**src/rtl/i2c_burst_datapath.sv**
```systemverilog
// I2C master burst engine: START, address, data bytes, STOP from one command, with TX/RX byte FIFOs.
// Latency: a burst of N bytes takes 12 + 9N SCL periods from command accept to the done pulse.
// Backpressure: cmd_ready holds until the FIFOs can serve the whole burst; tx_ready=0 when TX is full.

// Byte FIFO with first-word fall-through head and a multi-entry pop for discarding a burst tail.
// Latency: one falling edge from push to head/count update.
// Backpressure: push is dropped while full; pop_n must not exceed count.
module i2c_burst_fifo #(
   parameter int DEPTH = 4,
   parameter int W     = 8,
   parameter int CW    = $clog2(DEPTH + 1)
) (
   input  logic          clk,
   input  logic          reset,
   input  logic          push,
   input  logic [W-1:0]  push_dat,
   input  logic [CW-1:0] pop_n,
   output logic [W-1:0]  head,
   output logic [CW-1:0] count
);
   localparam int AW = $clog2(DEPTH);

   logic [W-1:0]  mem [DEPTH];
   logic [AW-1:0] wr_ptr;
   logic [AW-1:0] rd_ptr;
   logic          push_ok;

   assign push_ok = push && (count != CW'(DEPTH));
   assign head    = mem[rd_ptr];

   // Storage write; contents need no reset since count gates visibility.
   always_ff @(negedge clk) begin
      if (push_ok) mem[wr_ptr] <= push_dat;
   end

   // Pointer and occupancy update; DEPTH is a power of two so pointers wrap naturally.
   always_ff @(negedge clk or posedge reset) begin
      if (reset) begin
         wr_ptr <= '0;
         rd_ptr <= '0;
         count  <= '0;
      end else begin
         if (push_ok) wr_ptr <= wr_ptr + AW'(1);
         rd_ptr <= rd_ptr + AW'(pop_n);
         count  <= count + CW'(push_ok) - pop_n;
      end
   end
endmodule

module i2c_burst_datapath #(
   parameter int DEPTH      = 4,
   parameter int LEN_W      = $clog2(DEPTH + 1),
   parameter bit NACK_ABORT = 1'b1
) (
   input  logic             i2c_scl_in,
   input  logic             reset,
   input  logic             cmd_valid,
   output logic             cmd_ready,
   input  logic [6:0]       cmd_addr,
   input  logic             cmd_rw,
   input  logic [LEN_W-1:0] cmd_len,
   input  logic             tx_valid,
   input  logic [7:0]       tx_data,
   output logic             tx_ready,
   output logic             rx_valid,
   output logic [7:0]       rx_data,
   input  logic             rx_ready,
   input  logic             SDA_in,
   output logic             SDA_out,
   output logic             busy,
   output logic             done,
   output logic             nack_err
);
   typedef enum logic [3:0] {
      S_IDLE, S_START, S_ADDR, S_ADDR_ACK, S_WR_DATA,
      S_WR_ACK, S_RD_DATA, S_RD_ACK, S_STOP_LO, S_STOP_HI
   } state_t;

   state_t           state, state_nx;
   logic [2:0]       bit_cnt, bit_cnt_nx;
   logic [LEN_W-1:0] rem, rem_nx;
   logic [7:0]       addr_rw, addr_rw_nx;
   logic [7:0]       shift, shift_nx;
   logic             nack_nx, done_nx;
   logic [LEN_W-1:0] tx_pop_n, tx_cnt, rx_cnt;
   logic [7:0]       tx_head;
   logic             rx_push;

   i2c_burst_fifo #(.DEPTH(DEPTH), .W(8), .CW(LEN_W)) u_tx_fifo (
      .clk      (i2c_scl_in),
      .reset    (reset),
      .push     (tx_valid),
      .push_dat (tx_data),
      .pop_n    (tx_pop_n),
      .head     (tx_head),
      .count    (tx_cnt)
   );

   i2c_burst_fifo #(.DEPTH(DEPTH), .W(8), .CW(LEN_W)) u_rx_fifo (
      .clk      (i2c_scl_in),
      .reset    (reset),
      .push     (rx_push),
      .push_dat (shift_nx),
      .pop_n    (LEN_W'(rx_valid && rx_ready)),
      .head     (rx_data),
      .count    (rx_cnt)
   );

   assign tx_ready = (tx_cnt != LEN_W'(DEPTH));
   assign rx_valid = (rx_cnt != '0);
   assign busy     = (state != S_IDLE);
   // Reads reserve RX space up front so the burst can never overflow it.
   assign cmd_ready = (state == S_IDLE) &&
                      (cmd_rw ? ((LEN_W'(DEPTH) - rx_cnt) >= cmd_len) : (tx_cnt >= cmd_len));

   // State and datapath registers, all advanced on the SCL falling edge.
   always_ff @(negedge i2c_scl_in or posedge reset) begin
      if (reset) begin
         state    <= S_IDLE;
         bit_cnt  <= 3'd7;
         rem      <= '0;
         addr_rw  <= '0;
         shift    <= '0;
         nack_err <= 1'b0;
         done     <= 1'b0;
      end else begin
         state    <= state_nx;
         bit_cnt  <= bit_cnt_nx;
         rem      <= rem_nx;
         addr_rw  <= addr_rw_nx;
         shift    <= shift_nx;
         nack_err <= nack_nx;
         done     <= done_nx;
      end
   end

   // Sequencer: each transition is the edge that closes one bit period and opens the next.
   always_comb begin
      state_nx   = state;
      bit_cnt_nx = bit_cnt;
      rem_nx     = rem;
      addr_rw_nx = addr_rw;
      shift_nx   = shift;
      nack_nx    = nack_err;
      done_nx    = 1'b0;
      tx_pop_n   = '0;
      rx_push    = 1'b0;
      case (state)
         S_IDLE: begin
            if (cmd_valid && cmd_ready) begin
               addr_rw_nx = {cmd_addr, cmd_rw};
               rem_nx     = cmd_len;
               nack_nx    = 1'b0;
               state_nx   = S_START;
            end
         end
         S_START: begin
            bit_cnt_nx = 3'd7;
            state_nx   = S_ADDR;
         end
         S_ADDR: begin
            if (bit_cnt == 3'd0) state_nx = S_ADDR_ACK;
            else                 bit_cnt_nx = bit_cnt - 3'd1;
         end
         S_ADDR_ACK: begin
            bit_cnt_nx = 3'd7;
            if (SDA_in) begin
               nack_nx  = 1'b1;
               state_nx = S_STOP_LO;
            end else if (rem == '0) begin
               state_nx = S_STOP_LO;
            end else if (addr_rw[0]) begin
               state_nx = S_RD_DATA;
            end else begin
               shift_nx = tx_head;
               tx_pop_n = LEN_W'(1);
               state_nx = S_WR_DATA;
            end
         end
         S_WR_DATA: begin
            if (bit_cnt == 3'd0) state_nx = S_WR_ACK;
            else                 bit_cnt_nx = bit_cnt - 3'd1;
         end
         S_WR_ACK: begin
            bit_cnt_nx = 3'd7;
            if (SDA_in) nack_nx = 1'b1;
            if (SDA_in && NACK_ABORT) begin
               // Drop the unsent tail of this burst so TX is left clean for the next command.
               tx_pop_n = rem - LEN_W'(1);
               state_nx = S_STOP_LO;
            end else begin
               rem_nx = rem - LEN_W'(1);
               if (rem > LEN_W'(1)) begin
                  shift_nx = tx_head;
                  tx_pop_n = LEN_W'(1);
                  state_nx = S_WR_DATA;
               end else begin
                  state_nx = S_STOP_LO;
               end
            end
         end
         S_RD_DATA: begin
            shift_nx = {shift[6:0], SDA_in};
            if (bit_cnt == 3'd0) begin
               rx_push  = 1'b1;
               state_nx = S_RD_ACK;
            end else begin
               bit_cnt_nx = bit_cnt - 3'd1;
            end
         end
         S_RD_ACK: begin
            bit_cnt_nx = 3'd7;
            rem_nx     = rem - LEN_W'(1);
            state_nx   = (rem > LEN_W'(1)) ? S_RD_DATA : S_STOP_LO;
         end
         S_STOP_LO: state_nx = S_STOP_HI;
         S_STOP_HI: begin
            done_nx  = 1'b1;
            state_nx = S_IDLE;
         end
         default: state_nx = S_IDLE;
      endcase
   end

   // Bus drive for the current period; 1 releases the open-drain line.
   always_comb begin
      SDA_out = 1'b1;
      case (state)
         S_START, S_STOP_LO: SDA_out = 1'b0;
         S_ADDR:             SDA_out = addr_rw[bit_cnt];
         S_WR_DATA:          SDA_out = shift[bit_cnt];
         S_RD_ACK:           SDA_out = !(rem > LEN_W'(1));
         default:            SDA_out = 1'b1;
      endcase
   end
endmodule

```
**config.mk**
```make
export PLATFORM = sky130hd
export DESIGN_NAME = i2c_burst_datapath
export DESIGN_NICKNAME = d
export VERILOG_FILES = /design/src/rtl/i2c_burst_datapath.sv
export SDC_FILE = /design/constraint.sdc
export NUM_CORES = 1
export LEC_CHECK = 0
export CORE_ASPECT_RATIO = 0.9
export CORE_MARGIN = 5
export CORE_UTILIZATION = 40
export CTS_CLUSTER_DIAMETER = 120
export DETAILED_ROUTE_END_ITERATION = 10
export SLEW_MARGIN = 20
export SYNTH_ARGS = -nofsm -noshare
export SYNTH_HDL_FRONTEND = slang
export SYNTH_SLANG_ARGS = --single-unit
```
**constraint.sdc**
```tcl
create_clock -name i2c_scl_in -period 4.4 [get_ports i2c_scl_in]
set_input_delay 0.44 -clock i2c_scl_in [delete_from_list [all_inputs] [get_ports i2c_scl_in]]
set_output_delay 0.44 -clock i2c_scl_in [all_outputs]
set_load 0.05 [all_outputs]
```
==> results of run 1 <==
## report_power, final
part | switching [mW] | internal (mW) | leakage, nW
logic | 1.21 | 1.11 | 1.37
registers | 0.205 | 1.39 | 1.10
clock network | 0.551 | 0.491 | 0.509
## worst paths after layout
| kind | startpoint | endpoint |
|---|---|---|
| max in group asynchronous | reset | u_tx_fifo.rd_ptr[1] |
| min in group asynchronous | reset | nack_err |
| hold / removal | nack_err | nack_err |
| setup / recovery | u_rx_fifo.count[1] | cmd_ready |
| hold reg to reg | nack_err | nack_err |
| setup reg to reg | state[1] | u_rx_fifo.count[2] |
## routing by layer
| metal | global-route usage [%] | up-vias | part of all wire, % |
|---|---|---|---|
| li1 | - | 1623 | - |
| met4 | 4.339 | 0 | 1.2 |
| met5 | 0 | - | 0 |
| met2 | 24.07 | 40 | 50 |
| met1 | 17.88 | 1673 | 46 |
| met3 | 4.356 | 12 | 3.2 |
## final cells by class
class                   count  area [µm²]  area share, %
multi-input cells         207        2093          31.21
inverters                  28       107.6          1.604
flip-flops and latches    106        2977          44.38
clock buffers               9       225.2          3.358
well taps                 164       205.2          3.060
repair buffers             85       765.7          11.42
clock inverters            74       332.8          4.963
## state kept, by name, indices dropped and copies added, names as in the netlist
name,flops
u_rx_fifo.mem,32
u_tx_fifo.mem,32
addr_rw,8
shift,8
state,4
bit_cnt,3
rem,3
u_rx_fifo.count,3
u_tx_fifo.count,3
u_rx_fifo.rd_ptr,2
u_rx_fifo.wr_ptr,2
u_tx_fifo.rd_ptr,2
u_tx_fifo.wr_ptr,2
done,1
nack_err,1
## repair_timing
action                                  in CTS  in global routing
pin swaps                                    7                  3
endpoints found under the setup margin       6                 22
gates cloned                                 1                  0
resized for setup                           12                 11
buffers inserted                             4                  2
## cells in the mapped netlist, types with 3 or more instances
cell       count  share of area (%)
edfxtp_1      64                 38
nor3_1         3               0.30
o21ai_1        3               0.30
mux2i_1        3               0.59
mux4_2        19                8.4
a221oi_1       3               0.52
inv_1         29                2.1
nand2_1       28                2.1
xnor2_1       11                1.9
a21oi_1       13                1.3
and2_1         4               0.49
ha_1          27                6.6
mux2_4         6                1.8
dfrtn_1       39                 19
dfstp_2        3                1.5
a21o_1         3               0.44
nor2_1        13               0.96
buf_2          8               0.79
nor2b_1        5               0.62
a2bb2oi_1      3               0.52
nand2b_1       3               0.37
clkbuf_1       3               0.22
a22oi_1        8                1.2
and3_1         6               0.74
## logic make-up after synthesis
family,count (synthesis)
compound gates,56
xor+xnor,13
fa+ha+maj,29
buf+inv,44
flops,106
mux,30
simple gates,78
## per-stage QoR
step,cells,hold WS (ns),TNS [ns]
3_3_place_gp,584,0.4271,-10.69
6_report,673,0.4302,-0.9317
4_1_cts,671,0.4305,-0.9882
2_1_floorplan,356,0.4203,-0.02473
5_1_grt,673,0.4446,-1.090
3_5_place_dp,584,0.4302,-12.30
## worst max-delay path, cell delays in order (launching register included)
cell and delay [ns]:
dfrtn_1 0.44, inv_2 0.05, ha_4 0.16, ha_4 0.28
inv_4 0.04, ha_4 0.22, and2_4 0.14, a221oi_4 0.23
buf_4 0.16, nor2_4 0.04, buf_8 0.14
==> impl_metrics.json, run 1 <==
{
  "clock_skew_ns": 0.06246,
  "grtUsageTotal_pct": 14.28,
  "synth_cell_types": 60,
  "area_growth_pct": 31.86,
  "synth-compound-area-share_pct": 7.774,
  "n_antenna_cell": 0,
  "cp-end-kind": "output port",
  "cts.clk_slew.worst_paths_ns": 0.06,
  "wl_um": 10180,
  "p_per_area_nw_per_um2": 739.8,
  "rsz0062_at_grt": "yes",
  "synth_adder_area_share_pct": 7.429,
  "vias": 3348,
  "core_um2": 12590,
  "reg2reg_depth": 10,
  "cts.sinks": 106,
  "wl_per_cell_um": 15.12,
  "synth-seq-area-share_pct": 58.52,
  "drtIter0Drc": 118,
  "violations": "negative setup slack",
  "relSlewSlack_pct": 34.06,
  "cts-buffers-inserted": 9,
  "num-nets-final": 558,
  "synth_cells": 356,
  "cts_tree": "yes",
  "io_buffers": 39,
  "num-fill-cells": 1111,
  "syn_nets": 410,
  "fin_util_pct": 53.27,
  "cts-root-buf": "clkbuf_16",
  "grt_pass1_vias": 3441,
  "setup_ws_ns": -0.4937,
  "drv_slew": 0,
  "power.total_mw": 4.962,
  "ios": 40,
  "h-tree-depth": 3,
  "synth-seq-cells": 106,
  "clk_path_buf_depth": 2,
  "async_flop_share_pct": 39.62,
  "cts_hold_buf": 0,
  "dp_slack_ns": -0.4345,
  "hp-class": "reg2reg",
  "fp-row-count": 39,
  "leakagePower_nw": 2.980,
  "worst_pin_slew_ns": 0.9831,
  "synth_edf_count": 64,
  "dr.pass1.iters": 4,
  "worstSetupPathType": "reg2out",
  "cp.required_ns": 3.96,
  "gp_congestion": 0.7749,
  "r2r_setup_slack_ns": 1.62,
  "synthXorXnorAreaFrac_pct": 2.239,
  "netlist_area_um2": 5086,
  "grt_first_pass_wirelength_um": 16590,
  "synthSimpleGateAreaFrac_pct": 9.004,
  "layout-drive-gt1-share_pct": 26.33,
  "setup_violations": 2,
  "min_path_cells": 1,
  "fin_area_um2": 6706,
  "synth_top_family_by_area": "multiplexers",
  "grt_max_degree": 27,
  "critPathArrivalTime_ns": 4.45,
  "hold_violations": 0,
  "outcome": "finished, violations left",
  "overflow": 0,
  "initial_core_util_pct": 40.40,
  "synthMuxAreaShare_pct": 11.22,
  "postRouteAntennaNets": 0,
  "die-area_um2": 15070,
  "layout_common_cells": "inv_1, edfxtp_1, buf_4",
  "layout_commonest_cell": "inv_1",
  "die_w_um": 128.9,
  "yosysWarningCount": 0,
  "synth_ff_type": "edfxtp_1",
  "cap_violations": 0,
  "drc_errors": 0,
  "hpwlAfterDp_um": 7339,
  "start_kind": "register",
  "antenna_found_initial": 0,
  "dpl_cell_area_um2": 6001,
  "ir_worst_vdd_v": 0.0003855,
  "die_h_um": 117.0,
  "avgSynthCellArea_um2": 14.29,
  "path_max_fanout": 2,
  "clk_latency_ns": 0.41,
  "vias_per_cell": 4.975
}
Note: power is estimated with default switching activity, not from simulation.
==> run 2, diff against run 1 <==
- GPL_TIMING_DRIVEN: default -> 0
==> run 2 against run 1 <==
Effect of this change:
- the flow still finishes with violations (negative setup slack)
- sequential share of layout area is 1.5 points higher
- largest power group unchanged
- wire length is 0.23% lower
- combinational power is 6% lower
- first-iteration DRC count is 38% higher
==> impl_metrics.json, run 2 (synthesis gave the netlist of run 1 again) <==
{
  "critPathLaunch": "bit_cnt[0]",
  "cts-root-buf": "clkbuf_16",
  "p_switching_mw": 1.906,
  "layout-drive-gt1-share_pct": 21.97,
  "overflow": 0,
  "setup_ws_ns": -0.4553,
  "fin_area_um2": 6482,
  "ir_worst_vdd_v": 0.0003925,
  "n_antenna_cell": 0,
  "layout_common_cells": "inv_1, edfxtp_1, dfrtn_1",
  "dr.pass1.iters": 4,
  "h-tree-depth": 3,
  "area_growth_pct": 27.45,
  "min_from": "addr_rw[7]",
  "cts.sinks": 106,
  "die_w_um": 128.9,
  "placedCellCount": 559,
  "worstSetupPathType": "reg2out",
  "cts-buffers-inserted": 9,
  "hp-class": "reg2reg",
  "p_per_area_nw_per_um2": 741.0,
  "cts_tree": "yes",
  "worst_pin_slew_ns": 0.6467,
  "cp-end-kind": "output port",
  "drtIter0Drc": 163,
  "violations": "negative setup slack",
  "ios": 40,
  "cap_violations": 0,
  "dp_slack_ns": -0.7855,
  "antenna_found_initial": 0,
  "combPwrFrac_pct": 45.4,
  "rsz0062_at_grt": "yes",
  "clock_power_share_pct": 21.9,
  "power_frac_seq_pct": 32.7,
  "path_cells": "mux4_2 -> a2111oi_4 -> o41ai_4 -> buf_6",
  "layout_commonest_cell": "inv_1",
  "num-nets-final": 536,
  "cp_slowest_cell": "dfstp_2",
  "clk_latency_ns": 0.42,
  "critPathArrivalTime_ns": 4.42,
  "dpl_cell_area_um2": 5793,
  "hpwlAfterDp_um": 7231,
  "core_um2": 12590,
  "path_max_fanout": 3,
  "p_int_mw": 2.897,
  "setup_tns_ns": -0.9038,
  "fin_util_pct": 51.49,
  "die_h_um": 117.0,
  "leakagePower_nw": 2.841,
  "hold_violations": 0,
  "drv_slew": 0,
  "swShare_pct": 39.68,
  "vias": 3229,
  "final_cells": 651,
  "vias_per_cell": 4.960,
  "grt_pass1_vias": 3322,
  "max_stage_delay_ns": 0.57,
  "relSlewSlack_pct": 56.88,
  "clock_skew_ns": 0.06794,
  "die-area_um2": 15070,
  "fp-row-count": 39,
  "grt_max_degree": 31,
  "num-fill-cells": 1118,
  "setup_violations": 2,
  "cp.required_ns": 3.96,
  "initial_core_util_pct": 40.40,
  "wl_per_cell_um": 15.60,
  "postRouteAntennaNets": 0,
  "io_buffers": 38,
  "wl_um": 10160,
  "outcome": "finished, violations left",
  "drc_errors": 0,
  "cts.clk_slew.worst_paths_ns": 0.05,
  "gp_congestion": 0.7839,
  "start_kind": "register",
  "grt_first_pass_wirelength_um": 16580,
  "clk_path_buf_depth": 2,
  "reg_top3": "u_rx_fifo.mem (32), u_tx_fifo.mem (32)",
  "grtUsageTotal_pct": 14.41,
  "reg2reg_from": "u_rx_fifo.count[1]"
}
run 2: cell types whose count changed in the layout (fill, tap and decap cells not counted), sizes merged, moves of 2 or more:
cell,previous run,this run
inv,100,97
dlygate4sd2,1,3
dlymetal6s2s,3,0
clkdlybuf4s15,0,2
buf,59,34
clkinv,2,4
clkbuf,9,12
run 2: cell type report:
class	count	area [µm²]	share of cell area (%)
plain buffers	12	88.84	1.370
clock buffers	10	250.2	3.860
inverters	28	105.1	1.621
flip-flops and latches	106	2977	45.92
clock inverters	73	321.6	4.960
multi-input cells	206	2048	31.60
well taps	164	205.2	3.165
repair buffers	52	486.7	7.508
run 2: through the flow:
stage	hold slack, ns	total power [mW]
2_1_floorplan	0.4203	3.210
3_3_place_gp	0.4329	3.695
3_5_place_dp	0.4402	3.747
4_1_cts	0.4403	4.801
5_1_grt	0.4757	5.161
6_report	0.4595	4.803
run 2: final timing paths:
kind | depth (start not counted) | slack (ns) | to
min in group asynchronous | 2 | 2.44 | addr_rw[4]
worst max-delay path | 4 | -0.46 | SDA_out
worst min-delay path | 1 | 0.46 | addr_rw[7]
max in group asynchronous | 3 | 1.36 | bit_cnt[1]
worst min register to register | 1 | 0.46 | addr_rw[7]
worst max register to register | 11 | 1.75 | addr_rw[3]
run 2: power by group through the flow:
stage / Sequential, mW / Combinational [mW] / Clock (mW)
2_1_floorplan: 1.52 / 1.59 / 0.0921
3_3_place_gp: 1.55 / 2.06 / 0.0921
3_5_place_dp: 1.55 / 2.10 / 0.0921
4_1_cts: 1.57 / 2.15 / 1.08
5_1_grt: 1.60 / 2.39 / 1.17
6_report: 1.57 / 2.18 / 1.05
run 2: layer usage:
metal | part of all wire (%) | vias up | track usage (%)
li1 | - | 1576 | -
met1 | 46 | 1601 | 18.53
met2 | 50 | 39 | 23.38
met3 | 2.9 | 13 | 3.721
met4 | 1.4 | 0 | 6.088
met5 | 0 | - | 0
run 2: critical path: cells and delay by family (launching register included):
| kind | cells | cell delay (ns) |
|---|---|---|
| AO/OA/AOI/OAI | 2 | 0.48 |
| buffers and inverters | 1 | 0.18 |
| flip-flops | 1 | 0.57 |
| multiplexers | 1 | 0.57 |
run 2: what timing repair did:
action / 4_1_cts / 5_1_grt
hold buffers: 0 / 0
endpoints found under the hold margin: 0 / 0
setup buffers: 8 / 4
resized for setup: 71 / 12
setup endpoints to repair: 20 / 7
pin swaps: 5 / 3
gates cloned: 1 / 0
==> run 3, diff against run 2 <==
- GPL_TIMING_DRIVEN: 0 -> default
==> results of run 3 <==
No change in the layout: final DEF, timing and power equal those of run 1.
